===== src/rtl/branch_hazard_ctrl_if.sv =====
// rtl/branch_hazard_ctrl_if.sv - ID/EX/MEM hazard inputs and PC-select/stall/flush/counter outputs
// The slave modport belongs to the controller, and the master modport belongs to the pipeline driving it.
interface branch_hazard_ctrl_if #(
  parameter int CNT_W = 16
);
  logic             InstrValidD;
  logic             BranchD;
  logic             JumpD;
  logic             JrD;
  logic             CmpResultD;
  logic             UsesRsD;
  logic             UsesRtD;
  logic [4:0]       RsD;
  logic [4:0]       RtD;
  logic             RegWriteE;
  logic             MemReadE;
  logic [4:0]       WriteRegE;
  logic             RegWriteM;
  logic             MemReadM;
  logic [4:0]       WriteRegM;
  logic [1:0]       PCSrc;
  logic             StallF;
  logic             StallD;
  logic             FlushD;
  logic             FlushE;
  logic [CNT_W-1:0] BranchCnt;
  logic [CNT_W-1:0] TakenCnt;
  logic [CNT_W-1:0] StallCnt;

  modport slave (
    input  InstrValidD, BranchD, JumpD, JrD, CmpResultD, UsesRsD, UsesRtD, RsD, RtD,
           RegWriteE, MemReadE, WriteRegE, RegWriteM, MemReadM, WriteRegM,
    output PCSrc, StallF, StallD, FlushD, FlushE, BranchCnt, TakenCnt, StallCnt
  );

  modport master (
    output InstrValidD, BranchD, JumpD, JrD, CmpResultD, UsesRsD, UsesRtD, RsD, RtD,
           RegWriteE, MemReadE, WriteRegE, RegWriteM, MemReadM, WriteRegM,
    input  PCSrc, StallF, StallD, FlushD, FlushE, BranchCnt, TakenCnt, StallCnt
  );
endinterface


===== src/rtl/branch_hazard_ctrl.sv =====
// rtl/branch_hazard_ctrl.sv - ID-stage branch/jump resolution, operand stall sequencing, perf counters
// Branches and jr resolve in ID, so their operands must already be available at that stage.
module branch_hazard_ctrl #(
  parameter int CNT_W = 16
) (
  input  logic                 Clk,
  input  logic                 Rst,
  branch_hazard_ctrl_if.slave  bus
);

  typedef enum logic [0:0] {
    IDLE  = 1'b0,
    STALL = 1'b1
  } state_t;

  localparam logic [1:0] PC_PLUS4 = 2'b00;
  localparam logic [1:0] PC_BR    = 2'b01;
  localparam logic [1:0] PC_JUMP  = 2'b10;
  localparam logic [1:0] PC_JR    = 2'b11;

  localparam logic [CNT_W-1:0] CNT_MAX = {CNT_W{1'b1}};

  state_t     state;
  state_t     state_nxt;
  logic [1:0] cnt;
  logic [1:0] cnt_nxt;

  logic       match_e;
  logic       match_m;
  logic       ctrl_d;
  logic [1:0] nreq;

  logic [1:0] pcsrc;
  logic       stall;
  logic       flush_d;
  logic       resolve;

  logic [CNT_W-1:0] branch_cnt;
  logic [CNT_W-1:0] taken_cnt;
  logic [CNT_W-1:0] stall_cnt;

  // $0 is hardwired to zero, so a write to it can never feed a consumer.
  always_comb begin
    match_e = bus.RegWriteE && (bus.WriteRegE != 5'd0) &&
              ((bus.UsesRsD && (bus.WriteRegE == bus.RsD)) ||
               (bus.UsesRtD && (bus.WriteRegE == bus.RtD)));
    match_m = bus.RegWriteM && (bus.WriteRegM != 5'd0) &&
              ((bus.UsesRsD && (bus.WriteRegM == bus.RsD)) ||
               (bus.UsesRtD && (bus.WriteRegM == bus.RtD)));
    ctrl_d  = bus.InstrValidD && (bus.BranchD || bus.JrD);
  end

  // A load in EX is two cycles from a value that the ID comparator can use, and an ALU result is one cycle away.
  always_comb begin
    nreq = 2'd0;
    if (ctrl_d && match_e && bus.MemReadE)
      nreq = 2'd2;
    else if (ctrl_d && match_e && !bus.MemReadE)
      nreq = 2'd1;
    else if (ctrl_d && match_m && bus.MemReadM)
      nreq = 2'd1;
    else if (!ctrl_d && bus.InstrValidD && match_e && bus.MemReadE)
      nreq = 2'd1;
  end

  always_ff @(posedge Clk) begin
    if (Rst) begin
      state <= IDLE;
      cnt   <= 2'd0;
    end else begin
      state <= state_nxt;
      cnt   <= cnt_nxt;
    end
  end

  always_comb begin
    state_nxt = state;
    cnt_nxt   = cnt;
    pcsrc     = PC_PLUS4;
    stall     = 1'b0;
    flush_d   = 1'b0;
    resolve   = 1'b0;

    case (state)
      IDLE: begin
        if (nreq != 2'd0) begin
          stall = 1'b1;
          if (nreq == 2'd2) begin
            state_nxt = STALL;
            cnt_nxt   = nreq - 2'd1;
          end
        end else begin
          resolve = 1'b1;
          if (bus.InstrValidD) begin
            if (bus.JrD)
              pcsrc = PC_JR;
            else if (bus.JumpD)
              pcsrc = PC_JUMP;
            else if (bus.BranchD && bus.CmpResultD)
              pcsrc = PC_BR;
          end
          flush_d = (pcsrc != PC_PLUS4);
        end
      end

      STALL: begin
        // cnt holds the stall cycles still owed, including this one.
        stall = 1'b1;
        if (cnt <= 2'd1) begin
          state_nxt = IDLE;
          cnt_nxt   = 2'd0;
        end else begin
          cnt_nxt = cnt - 2'd1;
        end
      end

      default: begin
        state_nxt = IDLE;
        cnt_nxt   = 2'd0;
      end
    endcase

    if (Rst) begin
      pcsrc   = PC_PLUS4;
      stall   = 1'b0;
      flush_d = 1'b0;
      resolve = 1'b0;
    end
  end

  assign bus.PCSrc  = pcsrc;
  assign bus.StallF = stall;
  assign bus.StallD = stall;
  assign bus.FlushD = flush_d;
  assign bus.FlushE = stall;

  always_ff @(posedge Clk) begin
    if (Rst) begin
      branch_cnt <= '0;
      taken_cnt  <= '0;
      stall_cnt  <= '0;
    end else begin
      if (resolve && bus.InstrValidD && (bus.BranchD || bus.JumpD || bus.JrD) &&
          (branch_cnt != CNT_MAX))
        branch_cnt <= branch_cnt + 1'b1;
      if ((pcsrc != PC_PLUS4) && (taken_cnt != CNT_MAX))
        taken_cnt <= taken_cnt + 1'b1;
      if (stall && (stall_cnt != CNT_MAX))
        stall_cnt <= stall_cnt + 1'b1;
    end
  end

  assign bus.BranchCnt = branch_cnt;
  assign bus.TakenCnt  = taken_cnt;
  assign bus.StallCnt  = stall_cnt;

endmodule


===== src/flat_wrapper.sv =====
// flat-port wrapper written by rule: the top's interface ports become plain ports
module branch_hazard_ctrl_flat 
#(
  parameter int CNT_W = 16
)
  (Clk, Rst, bus_InstrValidD, bus_BranchD, bus_JumpD, bus_JrD, bus_CmpResultD, bus_UsesRsD, bus_UsesRtD, bus_RsD, bus_RtD, bus_RegWriteE, bus_MemReadE, bus_WriteRegE, bus_RegWriteM, bus_MemReadM, bus_WriteRegM, bus_PCSrc, bus_StallF, bus_StallD, bus_FlushD, bus_FlushE, bus_BranchCnt, bus_TakenCnt, bus_StallCnt);
  branch_hazard_ctrl_if #(.CNT_W(CNT_W)) bus_i ();
  input  logic Clk;
  input  logic Rst;
  input wire logic [$bits(bus_i.InstrValidD)-1:0] bus_InstrValidD;
  input wire logic [$bits(bus_i.BranchD)-1:0] bus_BranchD;
  input wire logic [$bits(bus_i.JumpD)-1:0] bus_JumpD;
  input wire logic [$bits(bus_i.JrD)-1:0] bus_JrD;
  input wire logic [$bits(bus_i.CmpResultD)-1:0] bus_CmpResultD;
  input wire logic [$bits(bus_i.UsesRsD)-1:0] bus_UsesRsD;
  input wire logic [$bits(bus_i.UsesRtD)-1:0] bus_UsesRtD;
  input wire logic [$bits(bus_i.RsD)-1:0] bus_RsD;
  input wire logic [$bits(bus_i.RtD)-1:0] bus_RtD;
  input wire logic [$bits(bus_i.RegWriteE)-1:0] bus_RegWriteE;
  input wire logic [$bits(bus_i.MemReadE)-1:0] bus_MemReadE;
  input wire logic [$bits(bus_i.WriteRegE)-1:0] bus_WriteRegE;
  input wire logic [$bits(bus_i.RegWriteM)-1:0] bus_RegWriteM;
  input wire logic [$bits(bus_i.MemReadM)-1:0] bus_MemReadM;
  input wire logic [$bits(bus_i.WriteRegM)-1:0] bus_WriteRegM;
  output wire logic [$bits(bus_i.PCSrc)-1:0] bus_PCSrc;
  output wire logic [$bits(bus_i.StallF)-1:0] bus_StallF;
  output wire logic [$bits(bus_i.StallD)-1:0] bus_StallD;
  output wire logic [$bits(bus_i.FlushD)-1:0] bus_FlushD;
  output wire logic [$bits(bus_i.FlushE)-1:0] bus_FlushE;
  output wire logic [$bits(bus_i.BranchCnt)-1:0] bus_BranchCnt;
  output wire logic [$bits(bus_i.TakenCnt)-1:0] bus_TakenCnt;
  output wire logic [$bits(bus_i.StallCnt)-1:0] bus_StallCnt;
  assign bus_i.InstrValidD = bus_InstrValidD;
  assign bus_i.BranchD = bus_BranchD;
  assign bus_i.JumpD = bus_JumpD;
  assign bus_i.JrD = bus_JrD;
  assign bus_i.CmpResultD = bus_CmpResultD;
  assign bus_i.UsesRsD = bus_UsesRsD;
  assign bus_i.UsesRtD = bus_UsesRtD;
  assign bus_i.RsD = bus_RsD;
  assign bus_i.RtD = bus_RtD;
  assign bus_i.RegWriteE = bus_RegWriteE;
  assign bus_i.MemReadE = bus_MemReadE;
  assign bus_i.WriteRegE = bus_WriteRegE;
  assign bus_i.RegWriteM = bus_RegWriteM;
  assign bus_i.MemReadM = bus_MemReadM;
  assign bus_i.WriteRegM = bus_WriteRegM;
  assign bus_PCSrc = bus_i.PCSrc;
  assign bus_StallF = bus_i.StallF;
  assign bus_StallD = bus_i.StallD;
  assign bus_FlushD = bus_i.FlushD;
  assign bus_FlushE = bus_i.FlushE;
  assign bus_BranchCnt = bus_i.BranchCnt;
  assign bus_TakenCnt = bus_i.TakenCnt;
  assign bus_StallCnt = bus_i.StallCnt;
  branch_hazard_ctrl #(.CNT_W(CNT_W)) u_core (.Clk(Clk), .Rst(Rst), .bus(bus_i));
endmodule

===== config.mk =====
export PLATFORM = sky130hd
export DESIGN_NAME = branch_hazard_ctrl_flat
export DESIGN_NICKNAME = d
export VERILOG_FILES = /design/src/rtl/branch_hazard_ctrl_if.sv /design/src/rtl/branch_hazard_ctrl.sv /design/src/flat_wrapper.sv
export SDC_FILE = /design/constraint.sdc
export NUM_CORES = 1
export LEC_CHECK = 0
export CAP_MARGIN = 40
export CORE_MARGIN = 10
export CORE_UTILIZATION = 43
export DETAILED_ROUTE_END_ITERATION = 10
export PLACE_DENSITY_LB_ADDON = 0.15
export SLEW_MARGIN = 20
export SYNTH_ARGS = -nofsm -noshare
export SYNTH_HDL_FRONTEND = slang
export SYNTH_SLANG_ARGS = --single-unit

===== constraint.sdc =====
create_clock -name Clk -period 3 [get_ports Clk]
set_input_delay 0.6 -clock Clk [delete_from_list [all_inputs] [get_ports Clk]]
set_output_delay 0.6 -clock Clk [all_outputs]
set_load 0.02 [all_outputs]

==> summary.md, run 1 <==
| Metric | Value |
|---|---|
| RSZ-0062 raised after global routing | `true` |
| Synth area leaders | `dfxtp_1 (35%), xnor2_1 (9.7%), nor2_1 (5.1%)` |
| Gr ovfl total | `0` |
| Peak fanout along the critical path | `4` |
| Cell Pwr Density | `304 nW/um^2` |
| Startpoint of the worst hold path | `u_core.bus.BranchCnt[2]` |
| Worst slew margin | `roughly 34%` |
| Largest stage delay on the critical path | `a little over 500 ps` |
| Reg2reg start | `u_core.bus.BranchCnt[4]` |
| FP Rows | `29` |
| Final core utilization | `between 60 and 70%` |
| Routed vias | `between 2k and 3k` |
| Synth Instances | `339` |
| Final Hold Viols | `0` |
| Combinational Power Share | `between 10% and 20%` |
| Yosys top cell area share | `~35%` |
| ANT nets after route | `0` |
| Setup TNS | `0 ps` |
| Synth area leader | `dfxtp_1` |
| Tcrit/Tclk final | `roughly 100%` |
| Seq pwr share | `53.3%` |
| Hold Crit Depth | `1` |
| Syn-to-layout area delta | `46.6%` |
| CTS tree | `done` |
| Yosys reg bits | `51` |
| I/O Pins | `87` |
| Global-route wire length before repair | `~13 mm` |
| Dpl hpwl | `6.39 mm` |
| Worst IR drop on VDD | `just under 200 uV` |
| Sequential-to-total area share from yosys stat | `between 30% and 40%` |
| Fmax | `335 MHz` |
| Drt wl/cell | `between 15 and 20 um` |
| Reg2reg setup slack | `between 800 and 900 ps` |
| GPL Wtd Cong | `approximately 0.87` |
| Synth Cell Area | `~2900 um^2` |
| Top cells by count, synth | `dfxtp_1 (51), nor2_1 (39), xnor2_1 (32)` |
| Core area | `about 6400 um^2` |
| Setup-failing EPs final | `0` |
| Clock slew at reported path FFs | `~100 ps` |
| Pleak | `1.50 nW` |
| Sw power | `approximately 0.33 mW` |
| TritonCTS Sinks | `between 50 and 60` |
| Post-synth EDFFs | `0` |
| Synth Flop Type | `dfxtp_1` |
| Inst Count DP | `~520` |
| Syn. warnings | `0` |
| WP data required | `about 2400 ps` |
| Die width | `just over 100 um` |
| Worst Tran Pin Value | `between 900 and 1000 ps` |
| WS Path Type | `input pin to primary output` |
| Setup crit end kind | `primary output` |
| Distinct cells, synth | `60` |
| Max Slew Vio Count | `0` |
| Worst-Skew Late Latency | `around 310 ps` |
| Routed vias/inst | `~5.4` |
| Top-count cell post-synth | `dfxtp_1` |
| Final Instance Count excl. Fillers | `~530` |
| Antenna violations before repair | `0` |
| # fillers | `around 580` |
| Syn_area_per_cell | `approximately 8.5 um^2` |
| Min-delay worst type | `flip-flop to flip-flop` |
| Share of cells above drive strength 1 | `20.0%` |
| Root buf cell | `clkbuf_8` |
| Slowest-stage cell, CP | `or4_1` |
| Nets | `490` |
| Ys async rst share | `0%` |
| Effective utilization at floorplan | `approximately 45%` |
| Initial DRT Pass Iterations | `4` |
| CP Data Arrival Time | `around 2400 ps` |
| Ordered list of cells on the worst path | `buf_8 -> or4_1 -> o21a_1 -> o311a_1 -> o2bb2ai_2 -> nand2_2 -> ha_4 -> nor2b_4 -> or2_4 -> clkinv_4 -> buf_6` |
| Internal power | `0.958 mW` |
| Vias in the first global route | `around 2.8k` |
| DR iter-0 viols | `83` |
| Hold Path End | `u_core.bus.BranchCnt[2]` |
| Clk pwr share | `roughly a third` |
| Residual DRC | `0` |
| Routed WL | `between 8 and 9 mm` |
| Net Count, Synth | `between 300 and 400` |
| # port buffers | `86` |
| R2r endpoint | `u_core.bus.BranchCnt[10]` |
| Switching share of total power | `around a quarter` |
| Crit start category | `input pin` |
| # H-tree levels | `2` |
| # hold bufs at CTS | `0` |
| Largest net degree at the start of global routing | `23` |
| Die Ht | `between 100 and 150 um` |
| Deepest clock path buffer count | `2` |
| All-Layer GR Usage | `15.4%` |
| Final min period | `2990 ps` |
| Antenna cells | `0` |
| Reg2reg path depth | `5` |
| TritonCTS buffer count | `5` |
| Setup Skew | `around 10 ps` |
| Die area | `~10000 um^2` |
| Max Cap Viol | `0` |
| Status | `complete, no violations` |
## area by class of cell
class                           instances  area, um^2  share of cell area [%]
Clock inverter                          2        13.8                   0.326
Clock buffer                            6        82.6                    1.96
Multi-Input combinational cell        267        1880                    44.5
Inverter                                9        38.8                   0.919
Sequential cell                        51        1020                    24.2
Timing Repair Buffer                  119        1090                    25.8
Tap cell                               77        96.3                    2.28
## power groups by stage
stage / logic, mW / registers, mW / clock network [mW]
final: 0.169 / 0.684 / 0.431
after CTS: 0.164 / 0.685 / 0.445
after detailed placement: 0.166 / 0.700 / 0
after floorplan: 0.0667 / 0.704 / 0
after global routing: 0.181 / 0.686 / 0.467
after global placement: 0.163 / 0.700 / 0
## stage by stage
stage / worst slack [ps] / hold slack (ps) / area (um^2) / power (mW)
3_3_place_gp: -904 / 475 / 4020 / 0.863
2_1_floorplan: -12.5 / 464 / 2900 / 0.771
4_1_cts: -34.3 / 508 / 4140 / 1.29
3_5_place_dp: -959 / 496 / 4020 / 0.867
6_report: 12.7 / 515 / 4220 / 1.28
5_1_grt: -61.4 / 537 / 4220 / 1.33
## repair_timing
action                     CTS  global route
hold endpoints to repair     0             0
pin swaps                   18            17
setup endpoints to repair   53            24
buffers inserted             1             1
resized for setup          105            22
## sequential cells by signal, indices dropped and copies added, names as in the netlist
| register | flops |
|---|---|
| u_core.bus.TakenCnt | 16 |
| u_core.bus.BranchCnt | 16 |
| u_core.bus.StallCnt | 16 |
| u_core.cnt | 2 |
| u_core.state | 1 |
## worst max-delay path: cells and delay by family
kind	cells	cell delay (ps)
adder cells (fa/ha/maj)	1	150
buffers and inverters	3	290
AND/OR/NAND/NOR	4	860
AO/OA/AOI/OAI	3	480
## cells by family after synthesis
| group | Yosys count | share of synthesized area, % |
|---|---|---|
| flip-flops | 51 | 35.5 |
| AND/OR/NAND/NOR | 154 | 29.2 |
| buffers and inverters | 21 | 3.61 |
| adder cells (fa/ha/maj) | 4 | 1.74 |
| XOR/XNOR | 44 | 13.4 |
| AO/OA/AOI/OAI | 59 | 14.5 |
| multiplexers | 6 | 2.09 |
## worst max path at each step
stage / start / to / slack (ps) / depth (start not counted)
3_3_place_gp: bus_WriteRegE[0] / bus_FlushE / -900 / 11
6_report: bus_WriteRegE[4] / bus_StallF / 10 / 11
5_1_grt: bus_RsD[4] / bus_StallF / -60 / 11
4_1_cts: bus_WriteRegE[4] / bus_FlushE / -30 / 11
3_5_place_dp: bus_WriteRegE[3] / bus_FlushE / -960 / 11
2_1_floorplan: bus_WriteRegE[0] / u_core.bus.StallCnt[14] / -10 / 12
## placed cells by master (no fill, tap or decap), drive strengths merged, types with 4 or more instances in the layout
cell	n
clkbuf	7
a211oi	5
nor3	11
ha	4
o21a	4
nand2	29
xor2	12
mux2i	6
nor2	39
nor4	9
clkdlybuf4s15	6
xnor2	32
dfxtp	51
or4	7
or3	9
dlygate4sd2	9
clkdlybuf4s50	55
and3	5
buf	47
o21ai	7
nand4	13
a21oi	17
nand3	14
inv	9
## layer usage
| layer | wire (um) | vias to the layer above | global-route usage, % |
|---|---|---|---|
| met5 | 0 | - | 0 |
| met4 | 49 | 0 | 3.04 |
| met3 | 501 | 5 | 4.72 |
| met2 | 4100 | 59 | 27.6 |
| met1 | 3680 | 1359 | 17.8 |
| li1 | - | 1454 | - |
Power figures use the tool's default switching activity.
==> run 2, diff against run 1 <==
Settings changed: CORE_UTILIZATION 43 to 44, CTS_BUF_LIST set to sky130_fd_sc_hd__clkbuf_2 sky130_fd_sc_hd__clkbuf_4 sky130_fd_sc_hd__clkbuf_8, SETUP_SLACK_MARGIN set to 0.5.
==> run 2 against run 1 <==
Global-route usage grew 2.0 points. Routed wire length increased by 12%. Setup slack got worse by 63 ps. Combinational power is 10% higher. Count of clock-buffer cells in the layout down 1. Non-clock buffer count grew 14. First-iteration DRC count decreased by 8.4%. The run now ends with setup timing left. Core utilization grew 9.4 points. Largest power group unchanged. Hold slack gained 4.5 ps. Via count grew 5.6%. Total power rose by 0.56%. Final area up 13%.
==> summary.md, run 2 (synthesized netlist as in run 1, its figures left out) <==
| Metric | Value |
|---|---|
| Worst slew margin | `34.3% (was 33.8%)` |
| Min-delay worst type | `flip-flop to flip-flop (unchanged)` |
| Worst-Skew Late Latency | `320 ps (was 310 ps)` |
| Core area | `6350 um^2 (was 6420 um^2)` |
| Status | `complete, but fails checks (was complete, no violations)` |
| Residual DRC | `0 (unchanged)` |
| Initial DRT Pass Iterations | `4 (unchanged)` |
| # hold bufs at CTS | `0 (unchanged)` |
| DP Worst Slack | `-968 ps (was -959 ps)` |
| WS Path Type | `input pin to primary output (unchanged)` |
| FP Rows | `29 (unchanged)` |
| I/O Pins | `87 (unchanged)` |
| Most frequent cells in the layout | `clkdlybuf4s50_1 (56), dfxtp_1 (51), nor2_1 (35) (was clkdlybuf4s50_1 (55), dfxtp_1 (51), nor2_1 (36))` |
| GPL Wtd Cong | `0.814 (was 0.869)` |
| Die Ht | `101 um (was 102 um)` |
| Routed WL | `9.37 mm (was 8.34 mm)` |
| Routed vias/inst | `5.57 (was 5.42)` |
| Most common cell on crit path | `buf_6` |
| Nets | `504 (was 490)` |
| Max Slew Vio Count | `0 (unchanged)` |
| Crit start category | `input pin (unchanged)` |
| Share of cells above drive strength 1 | `33.8% (was 20.0%)` |
| Cell Pwr Density | `271 nW/um^2 (was 304 nW/um^2)` |
| Setup Skew | `8.04 ps (was 10.2 ps)` |
| ANT nets after route | `0 (unchanged)` |
| RSZ-0062 raised after global routing | `true (unchanged)` |
| DR iter-0 viols | `76 (was 83)` |
| Worst IR drop on VDD | `288 uV (was 193 uV)` |
| Final min period | `3050 ps (was 2990 ps)` |
| Gr ovfl total | `0 (unchanged)` |
| All-Layer GR Usage | `17.5% (was 15.4%)` |
| Max Cap Viol | `0 (unchanged)` |
| Final worst setup slack | `-50.3 ps (was 12.7 ps)` |
| Dpl hpwl | `6.44 mm (was 6.39 mm)` |
| Setup-failing EPs final | `7 (was 0)` |
| Largest stage delay on the critical path | `520 ps (was 510 ps)` |
| Die area | `10200 um^2 (was 10400 um^2)` |
| Vias in the first global route | `2983 (was 2806)` |
| Drt wl/cell | `17.2 um (was 15.7 um)` |
| Commonest non-fill, non-tap cell in the layout | `clkdlybuf4s50_1 (unchanged)` |
| Setup crit end kind | `primary output (unchanged)` |
| WP data required | `2400 ps (about the same)` |
| Routed vias | `3038 (was 2877)` |
| Worst Tran Pin Value | `976 ps (was 984 ps)` |
| Pleak | `1.67 nW (was 1.50 nW)` |
| # fillers | `462 (was 575)` |
| # port buffers | `86 (unchanged)` |
| Tcrit/Tclk final | `102% (was 99.6%)` |
| CTS tree | `done (unchanged)` |
| # H-tree levels | `2 (unchanged)` |
| Final core utilization | `75.1% (was 65.7%)` |
| Syn-to-layout area delta | `65.6% (was 46.6%)` |
| TritonCTS Sinks | `51 (unchanged)` |
| Peak fanout along the critical path | `4 (unchanged)` |
| Deepest clock path buffer count | `2 (unchanged)` |
| Ordered list of cells on the worst path | `buf_6 -> or4_4 -> o21a_1 -> o311a_1 -> o2bb2ai_1 -> nand2_1 -> ha_4 -> buf_6 -> nand4bb_4 -> nor2_1 -> buf_4 (was buf_8 -> or4_1 -> o21a_1 -> o311a_1 -> o2bb2ai_2 -> nand2_2 -> ha_4 -> nor2b_4 -> or2_4 -> clkinv_4 -> buf_6)` |
| Effective utilization at floorplan | `45.3% (was 44.8%)` |
| Global-route wire length before repair | `14.7 mm (was 13.3 mm)` |
| Fmax | `328 MHz (was 335 MHz)` |
| Antenna violations before repair | `0 (unchanged)` |
| Slowest-stage cell, CP | `or4_4 (was or4_1)` |
| Violated checks | `setup timing` |
| Root buf cell | `clkbuf_8 (unchanged)` |
| TritonCTS buffer count | `5 (unchanged)` |
| Antenna cells | `0 (unchanged)` |
| Clock slew at reported path FFs | `100 ps (about the same)` |
| Largest net degree at the start of global routing | `33 (was 23)` |
| Die width | `101 um (was 102 um)` |
| CP Data Arrival Time | `2450 ps (was 2390 ps)` |
| Final Hold Viols | `0 (unchanged)` |
==> run 2: cell types whose count changed in the layout (fill, tap and decap cells not counted), moves of 5 or more <==
cell     delta
a21oi_1    -11
buf_6      +10
a21oi_2     +8
nor3_1      -5
==> run 2: layout make-up <==
type	instances	area [um^2]	area share, %
tap	77	96.3	2.02
inverter	9	46.3	0.971
clock buffer	5	68.8	1.44
timing repair buffer	133	1250	26.2
multi-input combinational	267	2270	47.6
sequential	51	1020	21.4
clock inverter	3	18.8	0.394
==> run 2: routing by layer <==
| metal | part of all wire, % | vias up | global-route usage (%) |
|---|---|---|---|
| met2 | 54 | 74 | 31.7 |
| met3 | 5.7 | 10 | 5.14 |
| met1 | 40 | 1463 | 19.2 |
| li1 | - | 1491 | - |
| met4 | 1.2 | 0 | 4.61 |
| met5 | 0 | - | 0 |
==> run 2: worst paths after layout <==
path	from	endpoint	slack (ps)	cells past startpoint
setup / recovery	bus_WriteRegE[3]	bus_PCSrc[1]	-50	11
hold / removal	u_core.cnt[1]	u_core.state	520	2
setup reg to reg	u_core.bus.StallCnt[0]	u_core.bus.StallCnt[13]	590	5
hold reg to reg	u_core.cnt[1]	u_core.state	520	2
==> run 2: what timing repair did <==
action | 4_1_cts | 5_1_grt
setup buffers | 14 | 3
endpoints found under the setup margin | 55 | 54
gates resized for setup | 152 | 46
pin swaps | 41 | 28
==> run 2: where the power goes <==
group          switching (mW)  leakage [nW]  internal (mW)
Combinational          0.0869          1.21         0.0987
Sequential            0.00431         0.411          0.680
Clock                   0.256        0.0483          0.165
==> run 2: critical path: cells and delay by family <==
kind                     cells  cell delay, ps
AND/OR/NAND/NOR              4             900
adder cells (fa/ha/maj)      1             150
AO/OA/AOI/OAI                3             460
buffers and inverters        3             350
==> run 2: metrics by stage <==
step                instances  TNS, ps  cell area, um^2  hold slack, ps  total power [mW]
floorplan                 339    -13.1             2990             464             0.773
global placement          520   -29020             4120             476             0.865
detailed placement        520   -31950             4120             490             0.869
CTS                       542     -386             4550             513              1.29
global route              545    -1500             4770             529              1.33
finish                    545     -263             4770             519              1.29
==> run 3, diff against run 2 <==
Settings changed: CORE_UTILIZATION 44 to 45.
Clock period 3 ns to 3.26 ns, I/O delays scaled along.
==> run 3 against run 2 <==
The run now ends clean. Sequential cell count unchanged. Final area grew 0.39%. Global-route usage is 0.13 points lower. Routed wire length down 1.5%. Die area shrank 1.8%. Clock power down 5.9%. Non-clock buffer count up 2. Total power decreased by 6.5%. Setup slack improved by 160 ps. Register-to-register slack improved by 370 ps. Via count is 0.20% higher. Highest routed layer unchanged.
==> summary.md, run 3 (synthesized netlist as in run 1, its figures left out) <==
| Metric | Value |
|---|---|
| Drt wl/cell | `16.9 um (was 17.2 um)` |
| Hold Path End | `u_core.bus.StallCnt[3] (was u_core.state)` |
| Startpoint of the worst hold path | `u_core.bus.StallCnt[3] (was u_core.cnt[1])` |
| Tcrit/Tclk final | `approximately 97%` |
| Final instance area | `4790 um^2 (was 4770 um^2)` |
| Slowest-stage cell, CP | `or4_4 (unchanged)` |
| Pleak | `1.67 nW (about the same)` |
| RSZ-0062 raised after global routing | `true (unchanged)` |
| ANT nets after route | `0 (unchanged)` |
| Commonest non-fill, non-tap cell in the layout | `clkdlybuf4s50_1 (unchanged)` |
| Core area | `6280 um^2 (was 6350 um^2)` |
| Clock slew at reported path FFs | `100 ps (about the same)` |
| Worst-Skew Late Latency | `310 ps (was 320 ps)` |
| Residual DRC | `0 (unchanged)` |
| # hold bufs at CTS | `0 (unchanged)` |
| Final worst setup slack | `110 ps (was -50.3 ps)` |
| Initial DRT Pass Iterations | `4 (unchanged)` |
| Reg2reg path depth | `6 (was 5)` |
| CP Data Arrival Time | `2500 ps (was 2450 ps)` |
| Worst slew margin | `48.3% (was 34.3%)` |
| DR iter-0 viols | `103 (was 76)` |
| Hold Crit Depth | `1 (was 2)` |
| Status | `complete, no violations (was complete, but fails checks)` |
| Largest stage delay on the critical path | `520 ps (about the same)` |
| Cell Pwr Density | `252 nW/um^2 (was 271 nW/um^2)` |
| DP Worst Slack | `-827 ps (was -968 ps)` |
| All-Layer GR Usage | `17.3% (was 17.5%)` |
| Fmax | `roughly 320 MHz` |
| Effective utilization at floorplan | `45.9% (was 45.3%)` |
| Final Instance Count excl. Fillers | `547 (was 545)` |
| # port buffers | `86 (unchanged)` |
| Ordered list of cells on the worst path | `buf_6 -> or4_4 -> o21a_1 -> o311a_1 -> o2bb2ai_2 -> nand2_2 -> ha_4 -> nand4bb_4 -> nor2_4 -> buf_6 (was buf_6 -> or4_4 -> o21a_1 -> o311a_1 -> o2bb2ai_1 -> nand2_1 -> ha_4 -> buf_6 -> nand4bb_4 -> nor2_1 -> buf_4)` |
| Global-route wire length before repair | `14.7 mm (about the same)` |
| Share of cells above drive strength 1 | `33.0% (was 33.8%)` |
| Die width | `100 um (was 101 um)` |
| Most frequent cells in the layout | `clkdlybuf4s50_1 (56), dfxtp_1 (51), nor2_1 (35) (unchanged)` |
| Crit start category | `input pin (unchanged)` |
| TritonCTS Sinks | `51 (unchanged)` |
| WS Path Type | `input pin to primary output (unchanged)` |
| Root buf cell | `clkbuf_8 (unchanged)` |
| Die Ht | `100 um (was 101 um)` |
| Inst Count DP | `520 (unchanged)` |
| Reg2reg setup slack | `960 ps (was 590 ps)` |
| WP data required | `2610 ps (was 2400 ps)` |
| Nets | `506 (was 504)` |
| Reg2reg start | `u_core.bus.StallCnt[0] (unchanged)` |
| Gr ovfl total | `0 (unchanged)` |
| Tot Pwr | `1.21 mW (was 1.29 mW)` |
| Setup Skew | `13.9 ps (was 8.04 ps)` |
| Max Slew Vio Count | `0 (unchanged)` |
| TritonCTS buffer count | `5 (unchanged)` |
| Worst IR drop on VDD | `178 uV (was 288 uV)` |
| Max Cap Viol | `0 (unchanged)` |
| Peak fanout along the critical path | `5 (was 4)` |
| Worst Tran Pin Value | `770 ps (was 976 ps)` |
| Antenna cells | `0 (unchanged)` |
| Final Hold Viols | `0 (unchanged)` |
| Final min period | `around 3100 ps` |
| Min-delay worst type | `flip-flop to flip-flop (unchanged)` |
| Most common cell on crit path | `buf_6 (unchanged)` |
| Antenna violations before repair | `0 (unchanged)` |
| FP Rows | `29 (unchanged)` |
| Largest net degree at the start of global routing | `23 (was 33)` |
| GPL Wtd Cong | `0.841 (was 0.814)` |
| R2r endpoint | `u_core.bus.StallCnt[9] (was u_core.bus.StallCnt[13])` |
| Placed inst area | `4090 um^2 (was 4120 um^2)` |
| Syn-to-layout area delta | `66.3% (was 65.6%)` |
| Routed vias | `3044 (was 3038)` |
| Routed WL | `9.23 mm (was 9.37 mm)` |
| # H-tree levels | `2 (unchanged)` |
| Vias in the first global route | `3036 (was 2983)` |
| Die area | `10000 um^2 (was 10200 um^2)` |
| Routed vias/inst | `5.56 (was 5.57)` |
| Setup-failing EPs final | `0 (was 7)` |
| CTS tree | `done (unchanged)` |
| Dpl hpwl | `6.30 mm (was 6.44 mm)` |
| # fillers | `470 (was 462)` |
| Setup TNS | `0 ps (was -263 ps)` |
| Setup crit end kind | `primary output (unchanged)` |
| I/O Pins | `87 (unchanged)` |
| Deepest clock path buffer count | `2 (unchanged)` |
run 3: changes by cell type in the layout (fill, tap and decap cells not counted), sizes merged:
cell,previous run,this run
clkinv,3,2
buf,62,63
clkdlybuf4s15,6,8
run 3: repair_timing:
action	in CTS	in global routing
resized for setup	159	43
pin swaps	44	30
gates cloned	0	0
endpoints found under the setup margin	54	53
buffers inserted	7	9
run 3: worst max-delay path: cells and delay by family:
kind	cells	cell delay (ps)
compound gates	3	480
fa+ha+maj	1	150
simple gates	4	990
buf+inv	2	220
run 3: worst max-delay path by stage:
stage	startpoint	end	slack [ps]	depth (start not counted)
3_5_place_dp	bus_WriteRegE[2]	bus_StallD	-830	11
3_3_place_gp	bus_WriteRegE[2]	bus_FlushE	-770	11
5_1_grt	bus_WriteRegE[3]	bus_FlushD	30	10
6_report	bus_WriteRegE[3]	bus_FlushD	110	10
4_1_cts	bus_WriteRegE[3]	bus_StallD	100	11
2_1_floorplan	bus_WriteRegE[0]	bus_StallF	200	11
run 3: layout make-up:
cell class / count / area, um^2 / area share (%)
clock buffer: 6 / 82.6 / 1.73
clock inverter: 2 / 13.8 / 0.288
inverter: 9 / 46.3 / 0.967
multi-input combinational: 267 / 2260 / 47.2
sequential: 51 / 1020 / 21.3
tap: 77 / 96.3 / 2.01
timing repair buffer: 135 / 1270 / 26.5
run 3: report_power, final:
group	switching [mW]	internal (mW)	total (mW)
Combinational	0.0856	0.0953	0.181
Sequential	0.00452	0.626	0.631
Clock	0.222	0.174	0.396
Total	0.312	0.896	1.21
run 3: per-stage QoR:
step           hold slack (ps)  utilization [%]
2_1_floorplan              464                -
3_3_place_gp               477             65.2
3_5_place_dp               487             65.2
4_1_cts                    515             72.2
5_1_grt                    541             76.3
6_report                   515             76.3
run 3: layer usage:
layer  vias up  GRT usage [%]  wire length, um
met2        92           30.4             4690
met5         -              0                0
met1      1454           20.5             3940
li1       1490              -                -
met4         0           4.02               65
met3         8           4.67              534
